==> src/rtl/vec_chunk_feeder.sv <==
// rtl/vec_chunk_feeder.sv - ping-pong sample-to-chunk packer feeding the vector MAC stages
module vec_chunk_feeder #(
    parameter int InVecLength = 16,
    parameter int WorkingRegs = 4,
    parameter int NBits       = 8
) (
    input  logic                                    clk_in,
    input  logic                                    rst_in,
    input  logic                                    in_sample_valid,
    input  logic signed [NBits-1:0]                 in_sample,
    output logic                                    in_sample_ready,
    input  logic                                    req_chunk,
    output logic                                    out_data_ready,
    output logic signed [WorkingRegs-1:0][NBits-1:0] out_chunk,
    output logic                                    out_vector_last
);

    localparam int ChunksPerVec = InVecLength / WorkingRegs;
    localparam int WidxW        = (InVecLength > 1) ? $clog2(InVecLength) : 1;
    localparam int RidxW        = (ChunksPerVec > 1) ? $clog2(ChunksPerVec) : 1;
    localparam logic [WidxW-1:0] WidxLast = WidxW'(InVecLength - 1);
    localparam logic [RidxW-1:0] RidxLast = RidxW'(ChunksPerVec - 1);

    // Element-addressed banks; chunk c lane l lives at element c*WorkingRegs+l.
    logic [NBits-1:0] bank_mem [2][InVecLength];

    logic [1:0]       full;
    logic             wbank;
    logic             rbank;
    logic [WidxW-1:0] widx;
    logic [RidxW-1:0] ridx;
    logic             accept;
    logic             pop;

    assign in_sample_ready = rst_in & ~full[wbank];
    assign out_data_ready  = rst_in & full[rbank];
    assign out_vector_last = out_data_ready & (ridx == RidxLast);
    assign accept          = in_sample_valid & in_sample_ready;
    assign pop             = req_chunk & out_data_ready;

    always_ff @(posedge clk_in) begin
        if (accept) begin
            bank_mem[wbank][widx] <= in_sample;
        end
    end

    // Write and read sides only ever touch different banks, so both flag updates may land together.
    always_ff @(posedge clk_in) begin
        if (!rst_in) begin
            full  <= '0;
            wbank <= 1'b0;
            rbank <= 1'b0;
            widx  <= '0;
            ridx  <= '0;
        end else begin
            if (accept) begin
                if (widx == WidxLast) begin
                    full[wbank] <= 1'b1;
                    wbank       <= ~wbank;
                    widx        <= '0;
                end else begin
                    widx <= widx + 1'b1;
                end
            end
            if (pop) begin
                if (ridx == RidxLast) begin
                    full[rbank] <= 1'b0;
                    rbank       <= ~rbank;
                    ridx        <= '0;
                end else begin
                    ridx <= ridx + 1'b1;
                end
            end
        end
    end

    always_comb begin
        int idx;
        idx       = 0;
        out_chunk = '0;
        if (out_data_ready) begin
            for (int l = 0; l < WorkingRegs; l++) begin
                idx          = int'(ridx) * WorkingRegs + l;
                out_chunk[l] = bank_mem[rbank][idx[WidxW-1:0]];
            end
        end
    end

endmodule

==> config.mk <==
export PLATFORM = sky130hd
export DESIGN_NAME = vec_chunk_feeder
export DESIGN_NICKNAME = d
export VERILOG_FILES = /design/src/rtl/vec_chunk_feeder.sv
export SDC_FILE = /design/constraint.sdc
export NUM_CORES = 1
export LEC_CHECK = 0
export CAP_MARGIN = 40
export CORE_MARGIN = 4
export CORE_UTILIZATION = 50
export CTS_CLUSTER_SIZE = 12
export DETAILED_ROUTE_END_ITERATION = 8
export GPL_ROUTABILITY_DRIVEN = 0
export HOLD_SLACK_MARGIN = 0.08
export PLACE_DENSITY = 0.65
export SETUP_SLACK_MARGIN = 0.4
export SLEW_MARGIN = 20
export SYNTH_ARGS = -nofsm -noshare
export SYNTH_HDL_FRONTEND = slang
export SYNTH_SLANG_ARGS = --single-unit
==> constraint.sdc <==
create_clock -name clk_in -period 2.5 [get_ports clk_in]
set_input_delay 0.75 -clock clk_in [delete_from_list [all_inputs] [get_ports clk_in]]
set_output_delay 0.75 -clock clk_in [all_outputs]
set_load 0.02 [all_outputs]
# == After elaboration in Yosys (flattened, before gate mapping) ==
# Memory sizes are Yosys's and may differ from the RTL's. A register that Yosys moved wholly into a read port is not among the register bits.
# Cells that the tools add are included.
# totals
regBits,10
latchBits,0
ramBits,256
rom_bits,0
in_bits,12
mem_count,1
# classes
add_sub_neg,5
mul,0
div_mod_pow,0
magnitude_cmp,10
eq_ne,2
shift,0
muxes,34
bitwise,16
reduce_logical,5
# mem_list
memory,depth,width,read_ports,rd_clocked_by_memory_dff,wr,line_no,text
bank_mem,2,128,1,1,1,25,logic [NBits-1:0] bank_mem [2][InVecLength];
# ops
op,n
$bmux 8 s4,4
$mux 128,1
$mux 8,9
$demux 8 s4,1
$mux 32,1
$ge 5x5->1 const B,5
$not 4->5,5
$mux 2,6
$mux 1,9
$add 4x1->4 const B,2
$add 4x2->4 const B,2
$and 1x1->1,5
$lt 5x1->1 const B,1
$eq 4x4->1 const B,1
$lt 1x2->1 const B,2
$mux 4,1
$reduce_and 2->1,2
$logic_and 1x1->1,3
$not 1->1,3
$add 2x1->2 const B,1
$and 2x2->2,1
$demux 1 s1,2
$eq 2x2->1 const B,1
$ge 1x1->1 const B,2
2 further kinds,2

# == Longest topological paths before layout ==
# Gate-level depths: netlist of run 1.
# depth
ltp_word,11
depth_mapped,5
depth_no_buf,4

# == Worst setup path before layout of run 1 ==
# Ideal clock, no wire load.
# synth_timing
kind,in2out
startpoint,input port rst_in
endpoint,output port out_chunk[19] (netlist bit)
arrival_ns,1.629
t_required_ns,1.750
path_slack_ns,0.121
cell_stages,4
n_path_buf,2
path_cell_list,buf_2 > nand3_2 > buf_2 > o22ai_1
# synth_rtl
item,line_no,text
"start, declared",8,"input logic rst_in,"
"end, declared",14,"output logic signed [WorkingRegs-1:0][NBits-1:0] out_chunk,"

==> metrics, run 1 <==
CP Class=flip-flop to output port; Root Buffer=clkbuf_16; initial core utilization=0.508; VDD IR max=0.631 mV; Setup crit start kind=flip-flop; Die Wd=154 µm; CTS max path bufs=3; leading area contributor after synthesis=edfxtp_1; Seq cells post-synth=267; YS warnings=0; Slew Limit Headroom=0.737; Max Fclk=343 MHz; DIE HEIGHT=154 µm; pre-CTS WS=-0.723 ns; num rows=53; Slowest cell on crit path=mux4_2; Fin. Hold Viols=0; Hold Path Class=flip-flop to flip-flop; layout cells sized above 1=0.434; Mapped Area=approximately 11000 µm²; Clock power frac=0.418; RSZ-0062 raised after global routing=true; Synth Instances=552; internal power=between 7 and 8 mW; first-pass GRT wire length=35800 µm; DRC viols=0; Final Setup Violations=32; Total Routing Usage GR=0.198; Clock Pin Slew Worst Setup and Hold Paths=0.06 ns; detailed router's first-iteration violation count=475; CTS H-tree depth=1; switching share of total power=0.188; cts bufs inserted=27; failing checks=negative setup slack; drt via density=5.65; Non-Filler Instances=975; slowest stage delay, CP=0.52 ns; DR vias=5509; Remaining Overflow, GRT=0; HPWL after detailed placement=~14000 µm; Synth area leaders=edfxtp_1 72%, mux4_2 13%, o22ai_2 2.2%; cell mode on critical path=buf_6; outcome=finished with violations; Routed Antenna Nets=0; antenna violations before repair=0; Routed WL=23100 µm; Async S/R FF share, synth=0; Seq pwr share=0.563; largest net degree at the start of global routing=33; syn_area_per_cell=19.4 µm²; CTS tree=built; WL/cell=23.7 µm; CP endpoint kind=output port; number of synthesized flops with an enable pin=256; input/output buffers=46; Lkg Pwr=approximately 4.4 nW; Core ar.=21100 µm²; worst setup margin=-0.417 ns; share of Yosys cell area claimed by the top area cell type=0.717; cts hold-fix bufs=0; critical path cell sequence=buf_12, buf_16, buf_6, mux4_2, clkinv_2, o22ai_4, buf_6; post-route cell area=roughly 13000 µm²; Req. time, crit path=1.75 ns; Area after DPL=12200 µm²; PD cells=653 nW/µm²; Tcrit/Tclk final=1.17; IO Pins=47; largest fanout on the critical path=6; full die area=23900 µm²; Inst Count DP=915; Worst-Margin Slew=0.395 ns; sequential share of the synthesized area=0.738; nets=between 600 and 700; first-pass iteration count of the detailed router=4; final max-slew violation count=0; worst-skew pair later-pin latency=0.52 ns; Gate power share=0.019; Critical Path AT=2.17 ns; Synth Net Count=569; Unique masters post-synth=42; vias in the first global route=5892; Diodes inserted=0; minimum clock period=2.92 ns; sw power=1.64 mW; Area growth syn-to-layout=24.5%; TritonCTS Sinks=~270; Max Cap Viol=0; Top FF cell, synth=edfxtp_1; clk_skew=0.0187 ns
-- state kept, by name, summed over array words and instances (netlist names), named ones only --
| register | flops |
|---|---|
| full | 2 |
| ridx | 2 |
| rbank | 1 |
| bank_mem | 256 |
| widx | 4 |
| wbank | 1 |
-- metal layers --
layer | routed length (µm) | GRT usage
met3 | 1250 | 0.0283
met4 | 484 | 0.0467
met2 | 11500 | 0.325
met1 | 9900 | 0.287
met5 | 0 | 0
-- synth_stat cells (2+ instances only) --
library cell  count
o22ai_2          19
ha_1              5
mux2i_1           2
or3b_2            2
nand3b_1          4
nand2_1           5
nor2_1           32
clkinv_1         27
a21oi_1           6
buf_6             2
inv_1            44
o21ai_0           4
nand4_1           5
nand3_1           5
buf_12            4
mux4_2           62
nor3_1            2
and3_1            2
o22ai_1          13
buf_2            14
clkbuf_1          4
dfxtp_1          11
mux4_1            2
or3_1             2
buf_8             2
edfxtp_1        256
-- cells by family after synthesis --
kind of cell    share of synthesized area
buf+inv                            0.0459
fa+ha+maj                         0.00583
compound gates                     0.0390
simple gates                       0.0302
flops                               0.738
mux                                 0.142
-- path summary, 6_finish.rpt --
check,startpoint,to,slack (ns),depth (start not counted)
worst max-delay path,flip-flop,out_chunk[6],-0.42,7
worst min-delay path,ridx[1],ridx[1],0.55,2
worst max register to register,full[1],bank_mem[1][103],0.59,6
worst min register to register,ridx[1],ridx[1],0.55,2
-- power groups by stage --
stage | logic [mW] | registers, mW | clock network [mW]
detailed placement | 0.157 | 5.01 | 0
CTS | 0.164 | 4.91 | 3.72
global placement | 0.149 | 5.01 | 0
global route | 0.176 | 4.91 | 3.92
floorplan | 0.0396 | 5.01 | 0
finish | 0.162 | 4.91 | 3.65
-- cell type report --
type	instances	area, µm²
clock buffer	43	746
tap	275	344
fill	1455	7740
sequential	267	7920
clock inverter	4	42.5
multi-input combinational	187	2500
inverter	71	293
timing repair buffer	128	1510
-- cell usage in the layout (no fill, tap or decap), drive strengths merged, types with 3 or more instances in the layout --
cell | synthesis | routed
nand4 | 5 | 5
clkinv | 27 | 28
buf | 23 | 116
nand3b | 4 | 4
nand3 | 6 | 6
clkbuf | 4 | 44
clkdlybuf4s50 | 0 | 10
ha | 5 | 5
a21oi | 7 | 7
nor2 | 32 | 32
o22ai | 32 | 32
nand2 | 5 | 5
edfxtp | 256 | 256
mux2i | 3 | 3
mux4 | 64 | 64
inv | 44 | 46
o21ai | 5 | 5
or3 | 3 | 3
dfxtp | 11 | 11
-- per-stage QoR --
stage	utilization	total power, mW	TNS [ns]	hold WS (ns)
finish	0.633	8.72	-11.04	0.552
detailed placement	0.577	5.16	-36.01	0.503
global placement	0.577	5.15	-33.51	0.499
CTS	0.630	8.79	-11.66	0.542
global route	0.633	9.00	-13.11	0.615
floorplan	-	5.05	0	0.474
-- repair_timing --
| action | in CTS | in global routing |
|---|---|---|
| gates cloned | 4 | 1 |
| setup buffers | 8 | 0 |
| setup endpoints to repair | 91 | 35 |
| pin swaps | 12 | 3 |
| gates resized for setup | 263 | 18 |
-- critical path: cells and delay by family, from the launching register on --
| kind | cells | cell delay, ns |
|---|---|---|
| flip-flops | 1 | 0.45 |
| AO/OA/AOI/OAI | 1 | 0.07 |
| buffers and inverters | 5 | 0.61 |
| multiplexers | 1 | 0.52 |
Power figures use the tool's default switching activity.
==> run 2, diff against run 1 <==
--- a/config.mk
+++ b/config.mk
@@ -12,7 +12,7 @@
 export DETAILED_ROUTE_END_ITERATION = 8
 export GPL_ROUTABILITY_DRIVEN = 0
 export HOLD_SLACK_MARGIN = 0.08
-export PLACE_DENSITY = 0.65
+export PLACE_DENSITY = 0.8
 export SETUP_SLACK_MARGIN = 0.4
 export SLEW_MARGIN = 20
 export SYNTH_ARGS = -nofsm -noshare
==> metrics, run 2 (synthesized netlist as in run 1, its figures left out) <==
Final Setup Violations=32 (unchanged); Routed WL=24900 µm (+7.7%); full die area=23900 µm² (unchanged); Req. time, crit path=1.75 ns (about the same); Largest register FFs=256 (unchanged); Tcrit/Tclk final=1.15 (-0.0210); input/output buffers=46 (unchanged); Total Routing Usage GR=0.212 (+0.0132); Area growth syn-to-layout=24.7%; Lkg Pwr=4.46 nW (+0.96%); nets=705 (+0.86%); RSZ-0062 raised after global routing=true; CP Buf/Inv Count=5 (unchanged); CP endpoint=out_chunk[6]; HPWL after detailed placement=14800 µm (+4.3%); WL/cell=25.6 µm (+7.9%); worst setup margin=-0.364 ns (+0.0526 ns); Slowest cell on crit path=mux4_2; Clock Pin Slew Worst Setup and Hold Paths=0.06 ns (about the same); Hold Path Class=flip-flop to flip-flop; num rows=53 (unchanged); slowest stage delay, CP=0.52 ns (about the same); clk_skew=0.0107 ns (-0.00802 ns); overall power=8.56 mW (-1.9%); CTS tree=built; first-pass iteration count of the detailed router=5 (+1); Hold Path Cell Cnt=2 (unchanged); minimum clock period=2.86 ns (-0.0526 ns); Diodes inserted=0 (unchanged); largest net degree at the start of global routing=33 (unchanged); biggest registers after layout=bank_mem (256), widx (4); Setup crit start kind=flip-flop; CP endpoint kind=output port; largest fanout on the critical path=5 (-1); Max Cap Viol=0 (unchanged); final max-slew violation count=0 (unchanged); CP Class=flip-flop to output port; Worst-Margin Slew=0.525 ns (+0.130 ns); detailed router's first-iteration violation count=634 (+33%); most frequent cells in the layout=256 x edfxtp_1, 63 x mux4_2, 57 x buf_4, 43 x buf_6, 31 x inv_2; Die Wd=154 µm (unchanged); Biggest register=bank_mem; Slew Limit Headroom=0.649 (-0.0878); initial core utilization=0.508 (unchanged); PD cells=640 nW/µm² (-2.1%); critical path cell sequence=buf_12, buf_6, buf_8, mux4_2, clkinv_2, o22ai_2, buf_6; CTS H-tree depth=1 (unchanged); cell mode on critical path=buf_6; Core ar.=21100 µm² (unchanged); worst-skew pair later-pin latency=0.52 ns (about the same); CTS max path bufs=3 (unchanged); VDD IR max=0.593 mV (-6.1%); R2R setup slack=0.60 ns (about the same); Crit. path cell count=7 (unchanged); Critical Path AT=2.11 ns (-0.06 ns); drt via density=5.90 (+4.4%); Reg-to-Reg Start=wbank; first-pass GRT wire length=37700 µm (+5.3%); Remaining Overflow, GRT=0 (unchanged); cts bufs inserted=26 (-3.7%); antenna violations before repair=0 (unchanged); TritonCTS Sinks=267 (unchanged); CP top delay family=buffers and inverters; Root Buffer=clkbuf_16; failing checks=negative setup slack; DR vias=5741 (+4.2%); DIE HEIGHT=154 µm (unchanged); DRC viols=0 (unchanged); Sum Neg Setup Slack=-10.29 ns (+0.751 ns); most common cell after layout, fill and taps aside=edfxtp_1; layout cells sized above 1=0.464 (+0.0299); vias in the first global route=6018 (+2.1%); Routed Antenna Nets=0 (unchanged); IO Pins=47 (unchanged); Core Util, Final=0.634 (+0.00119); outcome=finished with violations; reg2reg end=bank_mem[0][49]; Max Fclk=349 MHz (+1.8%); cells on worst reg2reg path=6 (unchanged); Fin. Hold Viols=0 (unchanged)
[run 2: repair_timing]
item | CTS | global route
buffers inserted | 13 | 1
cloned | 7 | 0
pin swaps | 20 | 7
hold endpoints to repair | 0 | 0
gates resized for setup | 297 | 6
hold buffers | 0 | 0
endpoints found under the setup margin | 83 | 83
[run 2: layer usage]
| layer | GRT usage | up-vias | share of wire |
|---|---|---|---|
| li1 | - | 2439 | - |
| met1 | 0.297 | 2930 | 0.39 |
| met2 | 0.348 | 325 | 0.50 |
| met3 | 0.0386 | 47 | 0.088 |
| met4 | 0.0551 | 0 | 0.029 |
| met5 | 0 | - | 0 |
[run 2: worst min-delay path by stage]
| stage | slack, ns | start | endpoint |
|---|---|---|---|
| 3_3_place_gp | 0.48 | ridx[1] | ridx[1] |
| 2_1_floorplan | 0.47 | ridx[1] | ridx[1] |
| 3_5_place_dp | 0.52 | ridx[1] | ridx[1] |
| 5_1_grt | 0.60 | ridx[1] | ridx[1] |
| 6_report | 0.57 | ridx[1] | ridx[1] |
| 4_1_cts | 0.56 | ridx[1] | ridx[1] |
[run 2: power breakdown]
group          internal, mW  switching [mW]
registers              4.91         0.00526
clock network          1.97            1.50
logic                0.0527           0.116
[run 2: worst register-to-register path, stage by stage, from the launching register on]
cell     delay, ns
dfxtp_1       0.38
buf_4         0.20
mux2i_4       0.33
nand4_1       0.13
buf_4         0.18
nor2_1        0.16
buf_4         0.21
[run 2: area by class of cell]
class                      count  area, µm²
clock inverter                 2       8.76
inverter                      71        299
sequential                   267       7920
fill                        1367       7710
tap                          275        344
timing repair buffer         135       1580
multi-input combinational    187       2510
clock buffer                  36        719
[run 2: stage by stage]
stage | setup slack, ns | hold slack [ns] | cells | instance area [µm²]
floorplan | 0.278 | 0.474 | 552 | 10900
global placement | -0.749 | 0.485 | 914 | 12100
detailed placement | -0.822 | 0.517 | 914 | 12100
CTS | -0.339 | 0.555 | 972 | 13400
global route | -0.411 | 0.601 | 973 | 13400
finish | -0.364 | 0.566 | 973 | 13400
